`src/rtl/cellrv32_npu_activation_control_pkg.sv`:
```
// ---------------------------------------------------------------------------
// cellrv32_npu_package
// Shared NPU definitions used by the activation control slice.
//   ACTIVATION_LATENCY         : fixed pipeline depth of the activation unit
//   activation_type_t          : 4-bit activation function code
//   activation_control_state_t : sequencer states
// ---------------------------------------------------------------------------
package cellrv32_npu_package;

  localparam int ACTIVATION_LATENCY = 3;

  typedef enum logic [3:0] {
    NO_ACTIVATION = 4'b0000,
    RELU          = 4'b0001,
    RELU6         = 4'b0010,
    CRELU         = 4'b0011,
    ELU           = 4'b0100,
    SELU          = 4'b0101,
    SOFTPLUS      = 4'b0110,
    SOFTSIGN      = 4'b0111,
    DROPOUT       = 4'b1000,
    SIGMOID       = 4'b1001,
    TANH          = 4'b1010
  } activation_type_t;

  typedef enum logic [1:0] {
    IDLE  = 2'd0,
    ISSUE = 2'd1,
    DRAIN = 2'd2,
    DONE  = 2'd3
  } activation_control_state_t;

endpackage

```
`src/rtl/cellrv32_npu_activation_control_if.sv`:
```
// ---------------------------------------------------------------------------
// cellrv32_npu_activation_control_if
// Bundles the instruction handshake, accumulator read port, activation unit
// control/data and unified-buffer write port of the activation sequencer.
//   slave  : the sequencer's view (takes instructions, drives reads/writes)
//   master : the environment's view (offers instructions, returns act data)
// ---------------------------------------------------------------------------
interface cellrv32_npu_activation_control_if #(
  parameter int MATRIX_WIDTH   = 14,
  parameter int ACC_ADDR_WIDTH = 9,
  parameter int BUF_ADDR_WIDTH = 24,
  parameter int LENGTH_WIDTH   = 32
);

  logic                            instr_valid_i;
  logic                            instr_ready_o;
  logic [ACC_ADDR_WIDTH-1:0]       instr_acc_addr_i;
  logic [BUF_ADDR_WIDTH-1:0]       instr_buf_addr_i;
  logic [LENGTH_WIDTH-1:0]         instr_length_i;
  logic [3:0]                      instr_function_i;
  logic                            instr_signed_i;

  logic                            acc_read_en_o;
  logic [ACC_ADDR_WIDTH-1:0]       acc_read_addr_o;

  logic                            act_enable_o;
  logic [3:0]                      act_function_o;
  logic                            act_signed_o;
  logic [MATRIX_WIDTH-1:0][7:0]    act_data_i;

  logic                            buf_write_en_o;
  logic [BUF_ADDR_WIDTH-1:0]       buf_write_addr_o;
  logic [MATRIX_WIDTH*8-1:0]       buf_write_data_o;

  logic                            busy_o;
  logic                            done_o;

  modport slave (
    input  instr_valid_i, instr_acc_addr_i, instr_buf_addr_i, instr_length_i,
           instr_function_i, instr_signed_i, act_data_i,
    output instr_ready_o, acc_read_en_o, acc_read_addr_o, act_enable_o,
           act_function_o, act_signed_o, buf_write_en_o, buf_write_addr_o,
           buf_write_data_o, busy_o, done_o
  );

  modport master (
    output instr_valid_i, instr_acc_addr_i, instr_buf_addr_i, instr_length_i,
           instr_function_i, instr_signed_i, act_data_i,
    input  instr_ready_o, acc_read_en_o, acc_read_addr_o, act_enable_o,
           act_function_o, act_signed_o, buf_write_en_o, buf_write_addr_o,
           buf_write_data_o, busy_o, done_o
  );

endinterface

```
`src/rtl/cellrv32_npu_activation_control_dsr.sv`:
```
// ---------------------------------------------------------------------------
// cellrv32_npu_dsr
// Resettable delay shift register: data_o is data_i delayed by DEPTH enabled
// clock edges. All stages clear asynchronously on reset.
//   clk_i, rstn_i : clock, asynchronous active-low reset
//   enable_i      : advance the line
//   data_i/data_o : line head / tail
// ---------------------------------------------------------------------------
module cellrv32_npu_dsr #(
  parameter int WIDTH = 1,
  parameter int DEPTH = 1
) (
  input  logic             clk_i,
  input  logic             rstn_i,
  input  logic             enable_i,
  input  logic [WIDTH-1:0] data_i,
  output logic [WIDTH-1:0] data_o
);

  logic [WIDTH-1:0] stages_q [DEPTH];

  always_ff @(posedge clk_i or negedge rstn_i) begin
    if (!rstn_i) begin
      for (int i = 0; i < DEPTH; i++) stages_q[i] <= '0;
    end else if (enable_i) begin
      stages_q[0] <= data_i;
      for (int i = 1; i < DEPTH; i++) stages_q[i] <= stages_q[i-1];
    end
  end

  assign data_o = stages_q[DEPTH-1];

endmodule

```
`src/rtl/cellrv32_npu_activation_control.sv`:
```
// ---------------------------------------------------------------------------
// cellrv32_npu_activation_control
// Drains a block of accumulator rows through the activation unit into the
// unified buffer, one row per cycle.
//   clk_i, rstn_i : clock, asynchronous active-low reset
//   ctrl          : instruction handshake, accumulator read, activation unit
//                   control/data, unified-buffer write, busy/done status
// ---------------------------------------------------------------------------
module cellrv32_npu_activation_control
  import cellrv32_npu_package::*;
#(
  parameter int MATRIX_WIDTH     = 14,
  parameter int ACC_ADDR_WIDTH   = 9,
  parameter int BUF_ADDR_WIDTH   = 24,
  parameter int LENGTH_WIDTH     = 32,
  parameter int ACC_READ_LATENCY = 1
) (
  input  logic clk_i,
  input  logic rstn_i,
  cellrv32_npu_activation_control_if.slave ctrl
);

  // Rows leave the accumulator and reach the buffer after this many cycles.
  localparam int DELAY_DEPTH = ACC_READ_LATENCY + ACTIVATION_LATENCY;
  localparam int DRAIN_WIDTH = $clog2(DELAY_DEPTH + 1);

  activation_control_state_t state_q, state_d;

  logic [ACC_ADDR_WIDTH-1:0] acc_base_q;
  logic [BUF_ADDR_WIDTH-1:0] buf_base_q;
  logic [LENGTH_WIDTH-1:0]   length_q;
  logic [LENGTH_WIDTH-1:0]   row_count_q;
  logic [DRAIN_WIDTH-1:0]    drain_count_q;
  activation_type_t          function_q;
  logic                      signed_q;

  logic accept;
  logic issue;
  logic last_row;

  logic [BUF_ADDR_WIDTH:0]   line_in;
  logic [BUF_ADDR_WIDTH:0]   line_out;
  logic [MATRIX_WIDTH*8-1:0] flat_data;

  assign accept   = ctrl.instr_valid_i && (state_q == IDLE);
  assign issue    = (state_q == ISSUE);
  // length_q is never zero in ISSUE, so length_q - 1 cannot underflow and the
  // counter never has to hold more than the largest length.
  assign last_row = (row_count_q == length_q - 1'b1);

  // State register.
  always_ff @(posedge clk_i or negedge rstn_i) begin
    if (!rstn_i) state_q <= IDLE;
    else         state_q <= state_d;
  end

  // Next-state logic.
  always_comb begin
    state_d = state_q;
    unique case (state_q)
      IDLE:    if (accept) state_d = (ctrl.instr_length_i != '0) ? ISSUE : DONE;
      ISSUE:   if (last_row) state_d = DRAIN;
      DRAIN:   if (drain_count_q == '0) state_d = DONE;
      DONE:    state_d = IDLE;
      default: state_d = IDLE;
    endcase
  end

  // Instruction latch, row counter and drain countdown. The drain counter is
  // loaded on the last issue so DRAIN lasts exactly DELAY_DEPTH cycles, which
  // ends on the cycle the last row is written.
  always_ff @(posedge clk_i or negedge rstn_i) begin
    if (!rstn_i) begin
      acc_base_q    <= '0;
      buf_base_q    <= '0;
      length_q      <= '0;
      row_count_q   <= '0;
      drain_count_q <= '0;
      function_q    <= NO_ACTIVATION;
      signed_q      <= 1'b0;
    end else if (accept) begin
      acc_base_q  <= ctrl.instr_acc_addr_i;
      buf_base_q  <= ctrl.instr_buf_addr_i;
      length_q    <= ctrl.instr_length_i;
      row_count_q <= '0;
      function_q  <= activation_type_t'(ctrl.instr_function_i);
      signed_q    <= ctrl.instr_signed_i;
    end else if (issue) begin
      row_count_q <= row_count_q + 1'b1;
      if (last_row) drain_count_q <= DRAIN_WIDTH'(DELAY_DEPTH - 1);
    end else if ((state_q == DRAIN) && (drain_count_q != '0)) begin
      drain_count_q <= drain_count_q - 1'b1;
    end
  end

  // Each issued row carries its buffer address down the line so the write
  // lands on the cycle its activation result appears.
  assign line_in = {issue, buf_base_q + BUF_ADDR_WIDTH'(row_count_q)};

  cellrv32_npu_dsr #(
    .WIDTH (BUF_ADDR_WIDTH + 1),
    .DEPTH (DELAY_DEPTH)
  ) u_write_delay (
    .clk_i    (clk_i),
    .rstn_i   (rstn_i),
    .enable_i (1'b1),
    .data_i   (line_in),
    .data_o   (line_out)
  );

  // Lane i of the activation output occupies byte i of the write word.
  always_comb begin
    flat_data = '0;
    for (int i = 0; i < MATRIX_WIDTH; i++) flat_data[8*i +: 8] = ctrl.act_data_i[i];
  end

  assign ctrl.instr_ready_o    = (state_q == IDLE);
  assign ctrl.busy_o           = (state_q != IDLE);
  assign ctrl.done_o           = (state_q == DONE);
  assign ctrl.acc_read_en_o    = issue;
  assign ctrl.acc_read_addr_o  = issue ? acc_base_q + ACC_ADDR_WIDTH'(row_count_q) : '0;
  assign ctrl.act_enable_o     = issue || (state_q == DRAIN);
  assign ctrl.act_function_o   = function_q;
  assign ctrl.act_signed_o     = signed_q;
  assign ctrl.buf_write_en_o   = line_out[BUF_ADDR_WIDTH];
  assign ctrl.buf_write_addr_o = line_out[BUF_ADDR_WIDTH-1:0];
  assign ctrl.buf_write_data_o = flat_data;

endmodule

```
`src/flat_wrapper.sv`:
```
// flat-port wrapper written by rule: the top's interface ports become plain ports
module cellrv32_npu_activation_control_flat import cellrv32_npu_package::*;
#(
  parameter int MATRIX_WIDTH     = 14,
  parameter int ACC_ADDR_WIDTH   = 9,
  parameter int BUF_ADDR_WIDTH   = 24,
  parameter int LENGTH_WIDTH     = 32,
  parameter int ACC_READ_LATENCY = 1
)
  (clk_i, rstn_i, ctrl_instr_valid_i, ctrl_instr_acc_addr_i, ctrl_instr_buf_addr_i, ctrl_instr_length_i, ctrl_instr_function_i, ctrl_instr_signed_i, ctrl_act_data_i, ctrl_instr_ready_o, ctrl_acc_read_en_o, ctrl_acc_read_addr_o, ctrl_act_enable_o, ctrl_act_function_o, ctrl_act_signed_o, ctrl_buf_write_en_o, ctrl_buf_write_addr_o, ctrl_buf_write_data_o, ctrl_busy_o, ctrl_done_o);
  cellrv32_npu_activation_control_if #(.MATRIX_WIDTH(MATRIX_WIDTH), .ACC_ADDR_WIDTH(ACC_ADDR_WIDTH), .BUF_ADDR_WIDTH(BUF_ADDR_WIDTH), .LENGTH_WIDTH(LENGTH_WIDTH)) ctrl_i ();
  input  logic clk_i;
  input  logic rstn_i;
  input wire logic [$bits(ctrl_i.instr_valid_i)-1:0] ctrl_instr_valid_i;
  input wire logic [$bits(ctrl_i.instr_acc_addr_i)-1:0] ctrl_instr_acc_addr_i;
  input wire logic [$bits(ctrl_i.instr_buf_addr_i)-1:0] ctrl_instr_buf_addr_i;
  input wire logic [$bits(ctrl_i.instr_length_i)-1:0] ctrl_instr_length_i;
  input wire logic [$bits(ctrl_i.instr_function_i)-1:0] ctrl_instr_function_i;
  input wire logic [$bits(ctrl_i.instr_signed_i)-1:0] ctrl_instr_signed_i;
  input wire logic [$bits(ctrl_i.act_data_i)-1:0] ctrl_act_data_i;
  output wire logic [$bits(ctrl_i.instr_ready_o)-1:0] ctrl_instr_ready_o;
  output wire logic [$bits(ctrl_i.acc_read_en_o)-1:0] ctrl_acc_read_en_o;
  output wire logic [$bits(ctrl_i.acc_read_addr_o)-1:0] ctrl_acc_read_addr_o;
  output wire logic [$bits(ctrl_i.act_enable_o)-1:0] ctrl_act_enable_o;
  output wire logic [$bits(ctrl_i.act_function_o)-1:0] ctrl_act_function_o;
  output wire logic [$bits(ctrl_i.act_signed_o)-1:0] ctrl_act_signed_o;
  output wire logic [$bits(ctrl_i.buf_write_en_o)-1:0] ctrl_buf_write_en_o;
  output wire logic [$bits(ctrl_i.buf_write_addr_o)-1:0] ctrl_buf_write_addr_o;
  output wire logic [$bits(ctrl_i.buf_write_data_o)-1:0] ctrl_buf_write_data_o;
  output wire logic [$bits(ctrl_i.busy_o)-1:0] ctrl_busy_o;
  output wire logic [$bits(ctrl_i.done_o)-1:0] ctrl_done_o;
  assign ctrl_i.instr_valid_i = ctrl_instr_valid_i;
  assign ctrl_i.instr_acc_addr_i = ctrl_instr_acc_addr_i;
  assign ctrl_i.instr_buf_addr_i = ctrl_instr_buf_addr_i;
  assign ctrl_i.instr_length_i = ctrl_instr_length_i;
  assign ctrl_i.instr_function_i = ctrl_instr_function_i;
  assign ctrl_i.instr_signed_i = ctrl_instr_signed_i;
  assign ctrl_i.act_data_i = ctrl_act_data_i;
  assign ctrl_instr_ready_o = ctrl_i.instr_ready_o;
  assign ctrl_acc_read_en_o = ctrl_i.acc_read_en_o;
  assign ctrl_acc_read_addr_o = ctrl_i.acc_read_addr_o;
  assign ctrl_act_enable_o = ctrl_i.act_enable_o;
  assign ctrl_act_function_o = ctrl_i.act_function_o;
  assign ctrl_act_signed_o = ctrl_i.act_signed_o;
  assign ctrl_buf_write_en_o = ctrl_i.buf_write_en_o;
  assign ctrl_buf_write_addr_o = ctrl_i.buf_write_addr_o;
  assign ctrl_buf_write_data_o = ctrl_i.buf_write_data_o;
  assign ctrl_busy_o = ctrl_i.busy_o;
  assign ctrl_done_o = ctrl_i.done_o;
  cellrv32_npu_activation_control #(.MATRIX_WIDTH(MATRIX_WIDTH), .ACC_ADDR_WIDTH(ACC_ADDR_WIDTH), .BUF_ADDR_WIDTH(BUF_ADDR_WIDTH), .LENGTH_WIDTH(LENGTH_WIDTH), .ACC_READ_LATENCY(ACC_READ_LATENCY)) u_core (.clk_i(clk_i), .rstn_i(rstn_i), .ctrl(ctrl_i));
endmodule
```
`config.mk`:
```
export PLATFORM = sky130hd
export DESIGN_NAME = cellrv32_npu_activation_control_flat
export DESIGN_NICKNAME = d
export VERILOG_FILES = /design/src/rtl/cellrv32_npu_activation_control_pkg.sv /design/src/rtl/cellrv32_npu_activation_control_if.sv /design/src/rtl/cellrv32_npu_activation_control_dsr.sv /design/src/rtl/cellrv32_npu_activation_control.sv /design/src/flat_wrapper.sv
export SDC_FILE = /design/constraint.sdc
export NUM_CORES = 1
export LEC_CHECK = 0
export ABC_AREA = 1
export CORE_MARGIN = 5
export CORE_UTILIZATION = 52
export CTS_CLUSTER_DIAMETER = 120
export CTS_CLUSTER_SIZE = 14
export DETAILED_ROUTE_END_ITERATION = 6
export GPL_TIMING_DRIVEN = 1
export PLACE_DENSITY = 0.87
export SYNTH_ARGS = -nofsm -noshare
export SYNTH_HDL_FRONTEND = slang
export SYNTH_SLANG_ARGS = --single-unit
```
`constraint.sdc`:
```
create_clock -name clk_i -period 4.7 [get_ports clk_i]
set_input_delay 1.41 -clock clk_i [delete_from_list [all_inputs] [get_ports clk_i]]
set_output_delay 1.41 -clock clk_i [all_outputs]
set_load 0.02 [all_outputs]
```
After elaboration in Yosys (flattened, before gate mapping)
Cells that the tools add are included.
- bits in registers: 207
- output and inout port bits: 156
- bits of input ports: 185
- logic and storage cells: 48
- reductions and logical operators: 12
- add/subtract/negate cells: 5
- equality and inequality tests: 7
- muxes and demuxes: 11
- bitwise gates (word level): 1
- operators with widths (cell ; count):
    two-way mux 32 bit ; 2
    adder 32 x 1 -> 32 bit, second input constant ; 1
    equality test 32 bit ; 1
    nonzero test 32 bit ; 1
    subtractor 32 x 1 -> 32 bit, second input constant ; 1
    adder 24 bit ; 1
    adder 9 bit ; 1
    two-way mux 3 bit ; 3
    two-way mux 9 bit ; 1
    two-way mux 2 bit ; 4
    one-hot mux 2 bit (4 select lines) ; 1
    AND reduction 3 bit ; 2
    nonzero test 2 bit ; 3
    equality test 2 bit, second input constant ; 2
    inequality test 2 x 1 -> 1 bit, second input constant ; 2
    zero test 3 bit ; 1
    nonzero test 3 bit ; 1
    subtractor 3 x 1 -> 3 bit, second input constant ; 1
    equality test 2 x 1 -> 1 bit, second input constant ; 1
    logical AND 1 bit ; 2
    zero test 2 bit ; 1
    inequality test 2 bit, second input constant ; 1
    logical OR 1 bit ; 1
    NOT 1 bit ; 1

Logic depth before layout (Yosys ltp)
Gate-level depths: netlist of the first run.
- depth after elaboration: 4
- depth in mapped cells: 17
- depth with buffers taken out: 17

Modules after synthesis
A second synthesis of the first run with hierarchy kept.
- cell total of the unflattened synthesis: 1682
- area total of the unflattened synthesis: 12567.1 µm²
- by module, submodules not included (module ; area an instance (µm²) ; cells an instance ; instances ; seq. area each (µm²)):
    cellrv32_npu_activation_control ; 8614.5 ; 1235 ; 1 ; 2677.6
    cellrv32_npu_dsr ; 3952.5 ; 447 ; 1 ; 2502.4

Worst setup path after synthesis of the first run
No wires, ideal clock.
- path kind: register to output
- from: register u_core.row_count_q[0]
- to: output port ctrl_acc_read_addr_o[8]
- data arrival time: 2.064 ns
- stages on the path, launching flop included: 14
- buffers on the path: 0
- data required time: 3.290 ns
- setup slack: 1.226 ns
- cell sequence: dfrtp_1 > ha_1 > fa_1 > nand2_1 > inv_1 > o21ai_0 > nand2_1 > a21oi_1 > o21bai_1 > nand2_1 > nand2_1 > nand2_1 > a21oi_1 > nor2_1
- longest elaborated chain between the ends: 2
- ends and longest elaborated chain (item ; RTL line ; source):
    from (decl) ; cellrv32_npu_activation_control.sv:32 ; logic [LENGTH_WIDTH-1:0] row_count_q;
    from (signal assigned) ; cellrv32_npu_activation_control.sv:89 ; row_count_q <= row_count_q + 1'b1;
    adder 9 bit ; cellrv32_npu_activation_control.sv:121 ; assign ctrl.acc_read_addr_o = issue ? acc_base_q + ACC_ADDR_WIDTH'(row_count_q) : '0;
    two-way mux 9 bit ; cellrv32_npu_activation_control.sv:121 ;
    to (decl) ; flat_wrapper.sv:23 ; output wire logic [$bits(ctrl_i.acc_read_addr_o)-1:0] ctrl_acc_read_addr_o;
No other way between the ends.

Worst setup path in the final report of the first run
- from: register u_core.row_count_q[0]
- to: output port ctrl_acc_read_addr_o[6]
Same word-level chain as after synthesis.

==> impl_metrics.env, run 1 <==
export IMPL_r2r_start="u_core.state_q[1]$_DFFE_PN0P_"
export IMPL_num_io_pins=341
export IMPL_avgSynthCellArea_um2=8.40
export IMPL_rows=54
export IMPL_wl_per_cell_um=21.9
export IMPL_period_minus_slack_ns=4.46
export IMPL_gp_congestion=0.969
export IMPL_die_h_um=158
export IMPL_start_util_pct=52.5
export IMPL_fin_skew_ns=0.0131
export IMPL_clkSlewWorstSetupHoldPaths_ns=0.07
export IMPL_end_kind="output port"
export IMPL_postRouteAntennaNets=0
export IMPL_syn_nets=1577
export IMPL_worstHoldStart="u_core.u_write_delay.stages_q[98]$_DFF_PN0_"
export IMPL_fin_ws_ns=0.238
export IMPL_wirelength_um=35200
export IMPL_cts_buffer_depth=3
export IMPL_cts_sinks=207
export IMPL_leakage_nw=5.88
export IMPL_p_clk_share_pct=18.3
export IMPL_max_slew_margin_pct=48.3
export IMPL_grt_max_degree=105
export IMPL_grt_total_usage_pct=27.8
export IMPL_r2r_cells=14
export IMPL_hold_viol=0
export IMPL_h_tree_depth=1
export IMPL_antennaDiodeCount=0
export IMPL_hold_depth=0
export IMPL_hold_buffers=0
export IMPL_status="completed"
export IMPL_synth_seq_area_share_pct=45.7
export IMPL_portBuffers=116
export IMPL_regToRegSetupSlack_ns=1.83
export IMPL_grt_ovfl_total=0
export IMPL_cts_tree="done"
export IMPL_drt_first_pass_iters=5
export IMPL_drc_errors=0
export IMPL_fin_crit_sh_pct=94.9
export IMPL_cts_buffers=18
export IMPL_worstPathMaxFanout=7
export IMPL_drv_slew=0
export IMPL_hold_ws_ns=0.338
export IMPL_vias=8791
export IMPL_place_ws_ns=0.624
export IMPL_drive_above_1_share_pct=5.20
export IMPL_drtIter0Drc=742
export IMPL_synth_cells=1351
export IMPL_core_area_mm2=0.0216
export IMPL_ys_async_sr_fraction_pct=100
export IMPL_synth_seq_cells=207
export IMPL_synth_ff_type="dfrtp_1"
export IMPL_seq_power_share_pct=42.1
export IMPL_dpl_hpwl_um=28700
export IMPL_worstSkewPairLatency_ns=0.50
export IMPL_cp_start_kind="register"
export IMPL_cp_arrival_ns=3.05
export IMPL_p_int_w=0.00431
export IMPL_cts_root_buf="clkbuf_16"
export IMPL_area_growth_pct=8.03
export IMPL_setup_violations=0
export IMPL_critPathRequiredTime_ns=3.29
export IMPL_post_synth_num_cell_types=43
export IMPL_setup_tns_ns=0
export IMPL_hold_class="register to register"
export IMPL_cap_viol_max_count=0
export IMPL_synth_area_mm2=0.0113
export IMPL_ff_latch_area_mm2=0.00518
export IMPL_via_per_inst=5.47
export IMPL_antenna_found_initial=0
export IMPL_max_freq_mhz=224
export IMPL_synth_edff_count=0
export IMPL_r2r_end="u_core.row_count_q[25]$_DFFE_PN0P_"
export IMPL_rsz0062_at_grt="false"
export IMPL_combPwrFrac_pct=39.6
export IMPL_final_nets=1554
export IMPL_hold_path_end="u_core.u_write_delay.stages_q[73]$_DFF_PN0_"
export IMPL_total_power_w=0.00713
export IMPL_max_vdd_ir_drop_v=0.000297
export IMPL_ys_warn_count=0
export IMPL_fill_cells=1884
export IMPL_powerDensity_mw_per_mm2=582
export IMPL_multiInputGateArea_mm2=0.00461
export IMPL_grt_pass1_wl_um=52200
export IMPL_p_sw_share_pct=39.5
export IMPL_crit_type="register to output port"
export IMPL_grt_pass1_vias=8390
export IMPL_p_sw_w=0.00282
export IMPL_die_area_mm2=0.0249
export IMPL_worst_pin_slew_ns=0.769
export IMPL_die_w_um=158
==> per-stage QoR <==
step                      util [%]  std cells  instance area, um2
after floorplan                  -       1351               11300
after global placement        54.5       1588               11800
after detailed placement      54.5       1588               11800
after CTS                     56.7       1608               12300
after global routing          56.7       1608               12300
final                         56.7       1608               12300
==> critical path: stages (launching register included) <==
cell             delay [ns]
dfrtp_1                0.48
ha_1                   0.27
fa_1                   0.38
nand2_1                0.07
inv_1                  0.05
o21ai_0                0.13
nand2_1                0.10
a21oi_1                0.16
o21bai_1               0.11
a21oi_1                0.18
clkdlybuf4s50_1        0.63
==> placed cells by master (no fill, tap or decap), types with 25 or more instances in the layout <==
cell type / synthesis / routed
inv_1: 103 / 102
clkdlybuf4s50_1: 0 / 114
xnor2_1: 25 / 25
nor2_1: 110 / 110
nand2_1: 369 / 368
o21ai_0: 54 / 54
ha_1: 39 / 39
dfrtp_1: 207 / 207
xor2_1: 40 / 40
a21oi_1: 50 / 50
nand3_1: 50 / 50
==> routing by layer <==
layer | track usage [%] | vias up | wire length [um]
li1 | - | 4133 | -
met4 | 7.46 | 2 | 1060
met1 | 29.9 | 4083 | 11500
met3 | 15.5 | 67 | 5490
met2 | 47.3 | 506 | 17100
met5 | 1.39 | - | 46
==> worst max-delay path by stage <==
| stage | from | end | slack, ns |
|---|---|---|---|
| 2_1_floorplan | u_core.row_count_q[0]$_DFFE_PN0P_ | ctrl_acc_read_addr_o[8] | 1.23 |
| 3_3_place_gp | u_core.row_count_q[0]$_DFFE_PN0P_ | ctrl_acc_read_addr_o[8] | 0.67 |
| 3_5_place_dp | u_core.row_count_q[0]$_DFFE_PN0P_ | ctrl_acc_read_addr_o[8] | 0.62 |
| 4_1_cts | u_core.row_count_q[0]$_DFFE_PN0P_ | ctrl_acc_read_addr_o[8] | 0.1 |
| 5_1_grt | u_core.row_count_q[2]$_DFFE_PN0P_ | ctrl_acc_read_addr_o[7] | 0.0004 |
| 6_report | u_core.row_count_q[0]$_DFFE_PN0P_ | ctrl_acc_read_addr_o[6] | 0.24 |
==> flip-flops by register name (all words and copies together) (netlist names) <==
register	flops
u_core.ctrl.act_signed_o	1
u_core.ctrl.act_function_o	4
u_core.row_count_q	32
u_core.length_q	32
u_core.u_write_delay.data_o	25
u_core.buf_base_q	24
u_core.drain_count_q	3
u_core.u_write_delay.stages_q	75
u_core.state_q	2
u_core.acc_base_q	9
==> synthesized netlist by cell type (4+ instances only) <==
library cell | instances | area (um2)
nand3_1 | 50 | 250
nand2_2 | 10 | 62.6
nor4_1 | 19 | 119
o21ai_0 | 54 | 270
nand3_2 | 6 | 60.1
nand4_1 | 20 | 125
o211ai_1 | 4 | 30.0
buf_1 | 4 | 15.0
nor2_2 | 10 | 62.6
clkbuf_1 | 17 | 63.8
dfrtp_1 | 207 | 5180
buf_4 | 138 | 1040
o31ai_1 | 9 | 67.6
nand3b_1 | 4 | 30.0
nor2_4 | 5 | 56.3
nand2_1 | 369 | 1390
o21bai_1 | 4 | 30.0
a21oi_1 | 50 | 250
xor2_1 | 40 | 350
xnor2_1 | 25 | 219
nor3_1 | 20 | 100
nor2_1 | 110 | 413
ha_1 | 39 | 488
inv_1 | 103 | 387
==> power groups by stage <==
stage	combinational (W)	sequential, W	clock, W
final	0.00282	0.00300	0.00131
after global routing	0.00315	0.00308	0.00140
after CTS	0.00281	0.00301	0.00133
after detailed placement	0.00280	0.00303	0
after global placement	0.00272	0.00299	0
after floorplan	0.00215	0.00288	0
==> cell families (layout without fill, tap and decap cells) <==
group,after synthesis,in the layout,synth area share [%]
AND/OR/NAND/NOR,631,631,24.2
buffers and inverters,273,250,13.7
flip-flops,207,207,45.7
AO/OA/AOI/OAI,133,133,6.52
XOR/XNOR,66,66,5.22
adder cells (fa/ha/maj),41,41,4.66
==> layout make-up <==
class | instances | share of cell area, %
flip-flops and latches | 207 | 42.3
multi-input cells | 871 | 37.6
repair buffers | 122 | 10.1
clock buffers | 18 | 3.68
inverters | 108 | 3.31
well taps | 280 | 2.86
clock inverters | 2 | 0.174
==> timing repair <==
action / in CTS / in global routing
buffers inserted: 0 / 0
setup endpoints to repair: 0 / 1
hold endpoints to repair: 0 / 0
gates resized for setup: 0 / 1
Power figures use the tool's default switching activity.
==> run 2: changes to the inputs <==
Settings changed: TNS_END_PERCENT set to 50.
==> results of run 2 <==
No change in the layout: final DEF, timing and power equal those of run 1.
